==> src/rtl/tex_cache_fill_ctrl_if.sv <==
// Miss-service bus bundle: cache lookup misses, memory arbiter burst port,
// cache write port and service status.
interface tex_cache_fill_ctrl_if;
  logic        isMissA;
  logic [18:0] adressLookA;
  logic        isMissB;
  logic [18:0] adressLookB;
  logic        memReq;
  logic [16:0] memAdr;
  logic        memAck;
  logic        memDataValid;
  logic [63:0] memData;
  logic        write;
  logic [16:0] adressOut;
  logic [63:0] dataOut;
  logic        busy;
  logic        servedA;
  logic        servedB;

  modport master (
    input  isMissA, adressLookA, isMissB, adressLookB,
    input  memAck, memDataValid, memData,
    output memReq, memAdr, write, adressOut, dataOut,
    output busy, servedA, servedB
  );

  modport slave (
    output isMissA, adressLookA, isMissB, adressLookB,
    output memAck, memDataValid, memData,
    input  memReq, memAdr, write, adressOut, dataOut,
    input  busy, servedA, servedB
  );
endinterface

==> src/rtl/tex_cache_fill_ctrl.sv <==
// Texture cache miss service: arbitrates two lookup ports, fetches the aligned
// burst holding the missing word and streams each beat into the cache.
module tex_cache_fill_ctrl #(
  parameter int BURST_LEN = 4,
  parameter int HOLDOFF   = 2
) (
  input logic                   i_clk,
  input logic                   i_nrst,
  tex_cache_fill_ctrl_if.master bus
);

  localparam int CNT_W  = (BURST_LEN > 1) ? $clog2(BURST_LEN) : 1;
  localparam int HOLD_W = (HOLDOFF > 0) ? $clog2(HOLDOFF + 1) : 1;
  localparam logic [16:0]       ALIGN_MASK = ~17'(BURST_LEN - 1);
  localparam logic [CNT_W-1:0]  LAST_BEAT  = CNT_W'(BURST_LEN - 1);
  localparam logic [HOLD_W-1:0] HOLD_LOAD  = HOLD_W'(HOLDOFF);

  typedef enum logic [1:0] {IDLE, REQ, RECV, DONE} state_t;

  state_t              state, stateNext;
  logic                rrPtr;
  logic                coverA, coverB;
  logic                maskA, maskB;
  logic [HOLD_W-1:0]   holdCnt;
  logic [CNT_W-1:0]    beatCnt;
  logic [16:0]         baseAdr;
  logic                write_p1;
  logic [16:0]         adressOut_p1;
  logic [63:0]         dataOut_p1;

  logic        missAEff, missBEff, pickA, pickB;
  logic        beatIn, lastBeat;
  logic [16:0] baseA, baseB, selBase;
  logic        memReq, busy, servedA, servedB;

  assign baseA    = bus.adressLookA[18:2] & ALIGN_MASK;
  assign baseB    = bus.adressLookB[18:2] & ALIGN_MASK;
  assign missAEff = bus.isMissA && !(maskA && (holdCnt != '0));
  assign missBEff = bus.isMissB && !(maskB && (holdCnt != '0));
  assign pickA    = missAEff && (!missBEff || !rrPtr);
  assign pickB    = missBEff && !pickA;
  assign selBase  = pickA ? baseA : baseB;
  assign beatIn   = (state == RECV) && bus.memDataValid;
  assign lastBeat = beatIn && (beatCnt == LAST_BEAT);

  always_ff @(posedge i_clk or negedge i_nrst) begin
    if (!i_nrst) state <= IDLE;
    else         state <= stateNext;
  end

  always_comb begin
    stateNext = state;
    memReq    = 1'b0;
    busy      = 1'b1;
    servedA   = 1'b0;
    servedB   = 1'b0;
    case (state)
      IDLE: begin
        busy = 1'b0;
        if (pickA || pickB) stateNext = REQ;
      end
      REQ: begin
        memReq = 1'b1;
        if (bus.memAck) stateNext = RECV;
      end
      RECV: if (lastBeat) stateNext = DONE;
      DONE: begin
        servedA   = coverA;
        servedB   = coverB;
        stateNext = IDLE;
      end
      default: stateNext = IDLE;
    endcase
  end

  always_ff @(posedge i_clk or negedge i_nrst) begin
    if (!i_nrst) begin
      rrPtr        <= 1'b0;
      coverA       <= 1'b0;
      coverB       <= 1'b0;
      maskA        <= 1'b0;
      maskB        <= 1'b0;
      holdCnt      <= '0;
      beatCnt      <= '0;
      baseAdr      <= '0;
      write_p1     <= 1'b0;
      adressOut_p1 <= '0;
      dataOut_p1   <= '0;
    end else begin
      if (holdCnt != '0) holdCnt <= holdCnt - 1'b1;
      case (state)
        IDLE: if (pickA || pickB) begin
          baseAdr <= selBase;
          // A second port missing in the same burst rides along on this fetch.
          coverA  <= pickA || (missAEff && (baseA == selBase));
          coverB  <= pickB || (missBEff && (baseB == selBase));
          if (missAEff && missBEff) rrPtr <= ~rrPtr;
        end
        REQ:  beatCnt <= '0;
        RECV: if (beatIn) beatCnt <= beatCnt + 1'b1;
        DONE: begin
          holdCnt <= HOLD_LOAD;
          maskA   <= coverA;
          maskB   <= coverB;
        end
        default: ;
      endcase
      // write stage p1: one registered cache write per accepted beat
      write_p1 <= beatIn;
      if (beatIn) begin
        adressOut_p1 <= baseAdr + 17'(beatCnt);
        dataOut_p1   <= bus.memData;
      end
    end
  end

  assign bus.memReq    = memReq;
  assign bus.memAdr    = baseAdr;
  assign bus.busy      = busy;
  assign bus.servedA   = servedA;
  assign bus.servedB   = servedB;
  assign bus.write     = write_p1;
  assign bus.adressOut = adressOut_p1;
  assign bus.dataOut   = dataOut_p1;

endmodule

==> src/flat_wrapper.sv <==
// flat-port wrapper written by rule: the top's interface ports become plain ports
module tex_cache_fill_ctrl_flat 
#(
  parameter int BURST_LEN = 4,
  parameter int HOLDOFF   = 2
)
  (i_clk, i_nrst, bus_isMissA, bus_adressLookA, bus_isMissB, bus_adressLookB, bus_memAck, bus_memDataValid, bus_memData, bus_memReq, bus_memAdr, bus_write, bus_adressOut, bus_dataOut, bus_busy, bus_servedA, bus_servedB);
  tex_cache_fill_ctrl_if bus_i ();
  input logic i_clk;
  input logic i_nrst;
  input wire logic [$bits(bus_i.isMissA)-1:0] bus_isMissA;
  input wire logic [$bits(bus_i.adressLookA)-1:0] bus_adressLookA;
  input wire logic [$bits(bus_i.isMissB)-1:0] bus_isMissB;
  input wire logic [$bits(bus_i.adressLookB)-1:0] bus_adressLookB;
  input wire logic [$bits(bus_i.memAck)-1:0] bus_memAck;
  input wire logic [$bits(bus_i.memDataValid)-1:0] bus_memDataValid;
  input wire logic [$bits(bus_i.memData)-1:0] bus_memData;
  output wire logic [$bits(bus_i.memReq)-1:0] bus_memReq;
  output wire logic [$bits(bus_i.memAdr)-1:0] bus_memAdr;
  output wire logic [$bits(bus_i.write)-1:0] bus_write;
  output wire logic [$bits(bus_i.adressOut)-1:0] bus_adressOut;
  output wire logic [$bits(bus_i.dataOut)-1:0] bus_dataOut;
  output wire logic [$bits(bus_i.busy)-1:0] bus_busy;
  output wire logic [$bits(bus_i.servedA)-1:0] bus_servedA;
  output wire logic [$bits(bus_i.servedB)-1:0] bus_servedB;
  assign bus_i.isMissA = bus_isMissA;
  assign bus_i.adressLookA = bus_adressLookA;
  assign bus_i.isMissB = bus_isMissB;
  assign bus_i.adressLookB = bus_adressLookB;
  assign bus_i.memAck = bus_memAck;
  assign bus_i.memDataValid = bus_memDataValid;
  assign bus_i.memData = bus_memData;
  assign bus_memReq = bus_i.memReq;
  assign bus_memAdr = bus_i.memAdr;
  assign bus_write = bus_i.write;
  assign bus_adressOut = bus_i.adressOut;
  assign bus_dataOut = bus_i.dataOut;
  assign bus_busy = bus_i.busy;
  assign bus_servedA = bus_i.servedA;
  assign bus_servedB = bus_i.servedB;
  tex_cache_fill_ctrl #(.BURST_LEN(BURST_LEN), .HOLDOFF(HOLDOFF)) u_core (.i_clk(i_clk), .i_nrst(i_nrst), .bus(bus_i));
endmodule
==> config.mk <==
export PLATFORM = sky130hd
export DESIGN_NAME = tex_cache_fill_ctrl_flat
export DESIGN_NICKNAME = d
export VERILOG_FILES = /design/src/rtl/tex_cache_fill_ctrl_if.sv /design/src/rtl/tex_cache_fill_ctrl.sv /design/src/flat_wrapper.sv
export SDC_FILE = /design/constraint.sdc
export NUM_CORES = 1
export LEC_CHECK = 0
export ABC_CLOCK_PERIOD_IN_PS = 3450
export BUFFER_PORTS_ARGS = -buffer_cell sky130_fd_sc_hd__buf_2
export CAP_MARGIN = 20
export CORE_MARGIN = 1.5
export CORE_UTILIZATION = 50
export CTS_CLUSTER_SIZE = 16
export DETAILED_ROUTE_END_ITERATION = 7
export PLACE_DENSITY = 0.85
export SETUP_SLACK_MARGIN = 0.02
export SKIP_CTS_REPAIR_TIMING = 1
export SLEW_MARGIN = 5
export SYNTH_ARGS = -nofsm -noshare
export SYNTH_HDL_FRONTEND = slang
export SYNTH_SLANG_ARGS = --single-unit
==> constraint.sdc <==
create_clock -name i_clk -period 3.45 [get_ports i_clk]
set_input_delay 0.345 -clock i_clk [delete_from_list [all_inputs] [get_ports i_clk]]
set_output_delay 0.345 -clock i_clk [all_outputs]
set_load 0.05 [all_outputs]
==> qor.yml <==
routing:
  vias: 3163
  route.detailed.drc: 0
  wl_per_cell_um: 15.3
  drtIter0Drc: 74
  dr.pass1.iters: 4
  viasPerCell: 4.99
  wirelength_mm: 9.70
  ant_nets: 0
floorplan:
  pin_count: 211
  die_y_um: 98.0
  row_count: 34
  initial_core_util_pct: 51.8
  fp.dieW_um: 98.0
  core_um2: 8720
  fp.dieArea_um2: 9610
timing:
  setup_tns_ns: 0
  min_period_over_period_pct: 65.9
  fin_skew_ns: 0.0134
  relSlewSlack_pct: 29.5
  tightestPinTransition_ns: 1.06
  slew_violations: 0
  min_period_ns: 2.27
  fmax_mhz: 440
  hold_viol_final: 0
  rsz0062_at_grt: "no"
  setup_viol: 0
cts:
  clkTransAtPathRegs_ns: 0.11
  clkLatencyLatePin_ns: 0.35
  cts.sinks: 108
  htreeDepth: 3
  clk_path_buf_depth: 2
  cts-buffers-inserted: 9
  cts_tree: "yes"
  cts-root-buf: "clkbuf_8"
critical_path:
  start_kind: "register"
  path_class: "reg2reg"
  worst_path_largest_cell_delay_ns: 0.86
  cp_max_fo: 82
  crit_chain: "inv_1 > ha_1 > and2_4 > mux2_2"
  ff2ff_path_depth: 4
  r2r_slack_ns: 1.18
  cp_slowest_cell: "and2_4"
  r2r_end: "u_core.bus.dataOut[20]"
  arrival_ns: 2.50
  critPathCaptureType: "register"
  r2r-start: "u_core.state[0]"
  cp_data_required_time_ns: 3.68
logic_synthesis:
  ys.flop_type: "dfrtp_1"
  synth_cell_types: 35
  synth_seq_cells: 108
  synthArstFlopShare_pct: 100
  synth_warnings: 0
  synth.top_cell.area_share_pct: 59.8
  yosysMostFrequentCell: "dfrtp_1"
  synthCells: 320
  synth_edf_count: 0
  synth_commonest_cells: "dfrtp_1, mux2_2, nand2_1, o21ai_1, mux2i_1"
  synthTopCellsByArea: "dfrtp_1, mux2_2, mux2i_1"
  synth_top_cell_by_area: "dfrtp_1"
  yosysSeqAreaShare_pct: 59.8
  synth_area_per_cell_um2: 14.1
  synth_area_um2: 4520
run_status:
  status: "completed"
global_routing:
  grt_pass1_wl_mm: 16.0
  grt_pass1_vias: 3346
  grt_usage_pct: 20.7
  overflow: 0
  grt_max_degree: 89
  antenna_found_initial: 0
placed_design:
  io_buffer_count: 200
  dp_hpwl_mm: 7.33
  routabilityCongestion: 0.788
finish:
  nets: 635
  syn_to_final_growth_pct: 28.6
  n_antenna_cell: 0
  drive_gt1_share_pct: 57.6
worst_hold_path:
  min_path_type: "in2reg"
  min_path_cells: 2
  min_delay_worst_endpoint: "u_core.bus.dataOut[22]"
  worstHoldStart: "bus_memData[22]"
job:
  cap_viol_max_count: 0
metal layers:
metal / vias up / GRT usage [%] / part of all wire (%) / wire [µm]
li1: 1515 / - / - / -
met1: 1512 / 25.3 / 41 / 4010
met2: 123 / 36.6 / 50 / 4890
met3: 13 / 4.58 / 6.7 / 651
met4: 0 / 6.26 / 1.5 / 146
met5: - / 0 / 0 / 0
worst max path at each step:
| stage | start | to | slack, ns | cells past startpoint |
|---|---|---|---|---|
| global placement | u_core.state[0] | u_core.bus.dataOut[1] | 1.27 | 4 |
| finish | u_core.state[0] | u_core.bus.dataOut[20] | 1.18 | 4 |
| global route | u_core.state[0] | u_core.bus.dataOut[28] | 1.04 | 4 |
| CTS | u_core.state[0] | u_core.bus.dataOut[33] | 1.19 | 4 |
| detailed placement | u_core.state[0] | u_core.bus.dataOut[32] | 1.21 | 4 |
| floorplan | u_core.state[0] | u_core.bus.dataOut[10] | 1.79 | 6 |
per-stage QoR:
stage	hold WS, ns	area (µm²)	utilization, %	setup slack [ns]	std cells
floorplan	0.0494	4520	-	1.79	321
global placement	0.461	5590	64.1	1.27	616
detailed placement	0.472	5590	64.1	1.21	616
CTS	0.197	5770	66.2	1.19	632
global route	0.196	5810	66.6	1.04	634
finish	0.217	5810	66.6	1.18	634
worst max-delay path: cells and delay by family, from the launching register on:
| kind | cells | cell delay, ns |
|---|---|---|
| AND/OR/NAND/NOR | 1 | 0.86 |
| buffers and inverters | 1 | 0.09 |
| adder cells (fa/ha/maj) | 1 | 0.28 |
| flip-flops | 1 | 0.42 |
| multiplexers | 1 | 0.43 |
flip-flops by register name, indices dropped and copies added, names as in the netlist:
name                  count
u_core.bus.dataOut       64
u_core.state              2
u_core.maskB              1
u_core.coverA             1
u_core.bus.adressOut     17
u_core.bus.memAdr        15
u_core.holdCnt            2
u_core.beatCnt            2
u_core.bus.write          1
u_core.maskA              1
u_core.rrPtr              1
u_core.coverB             1
area by class of cell:
cell class              count  area [µm²]
clock buffers              11         141
clock inverters             5        43.8
fillers                   653        2910
inverters                   8        30.0
multi-input cells         190        1700
flip-flops and latches    108        2700
well taps                 108         135
repair buffers            204        1060
cell families (layout without fill, tap and decap cells):
| logic type | count (synthesis) | after routing | synth area share, % |
|---|---|---|---|
| compound gates | 31 | 31 | 4.74 |
| simple gates | 35 | 35 | 3.46 |
| other cells | 1 | 2 | 0.0830 |
| xor+xnor | 18 | 18 | 3.49 |
| flops | 108 | 108 | 59.8 |
| buf+inv | 23 | 228 | 2.71 |
| mux | 98 | 98 | 24.0 |
| fa+ha+maj | 6 | 6 | 1.66 |
cells in the final DEF (no fill, tap or decap), drive strengths merged, types with 2 or more instances in the layout:
| cell type | n |
|---|---|
| buf | 203 |
| dfrtp | 108 |
| mux2 | 83 |
| nand2 | 20 |
| o21ai | 19 |
| mux2i | 15 |
| xnor2 | 12 |
| clkbuf | 11 |
| inv | 10 |
| xor2 | 6 |
| ha | 6 |
| nor2 | 5 |
| nand4 | 4 |
| and2 | 3 |
| conb | 2 |
| clkinvlp | 2 |
| a21boi | 2 |
| a21oi | 2 |
Power is left out: the tool's default activity adds up to more than one toggle a clock period on the data nets, which glitch-free logic cannot reach.
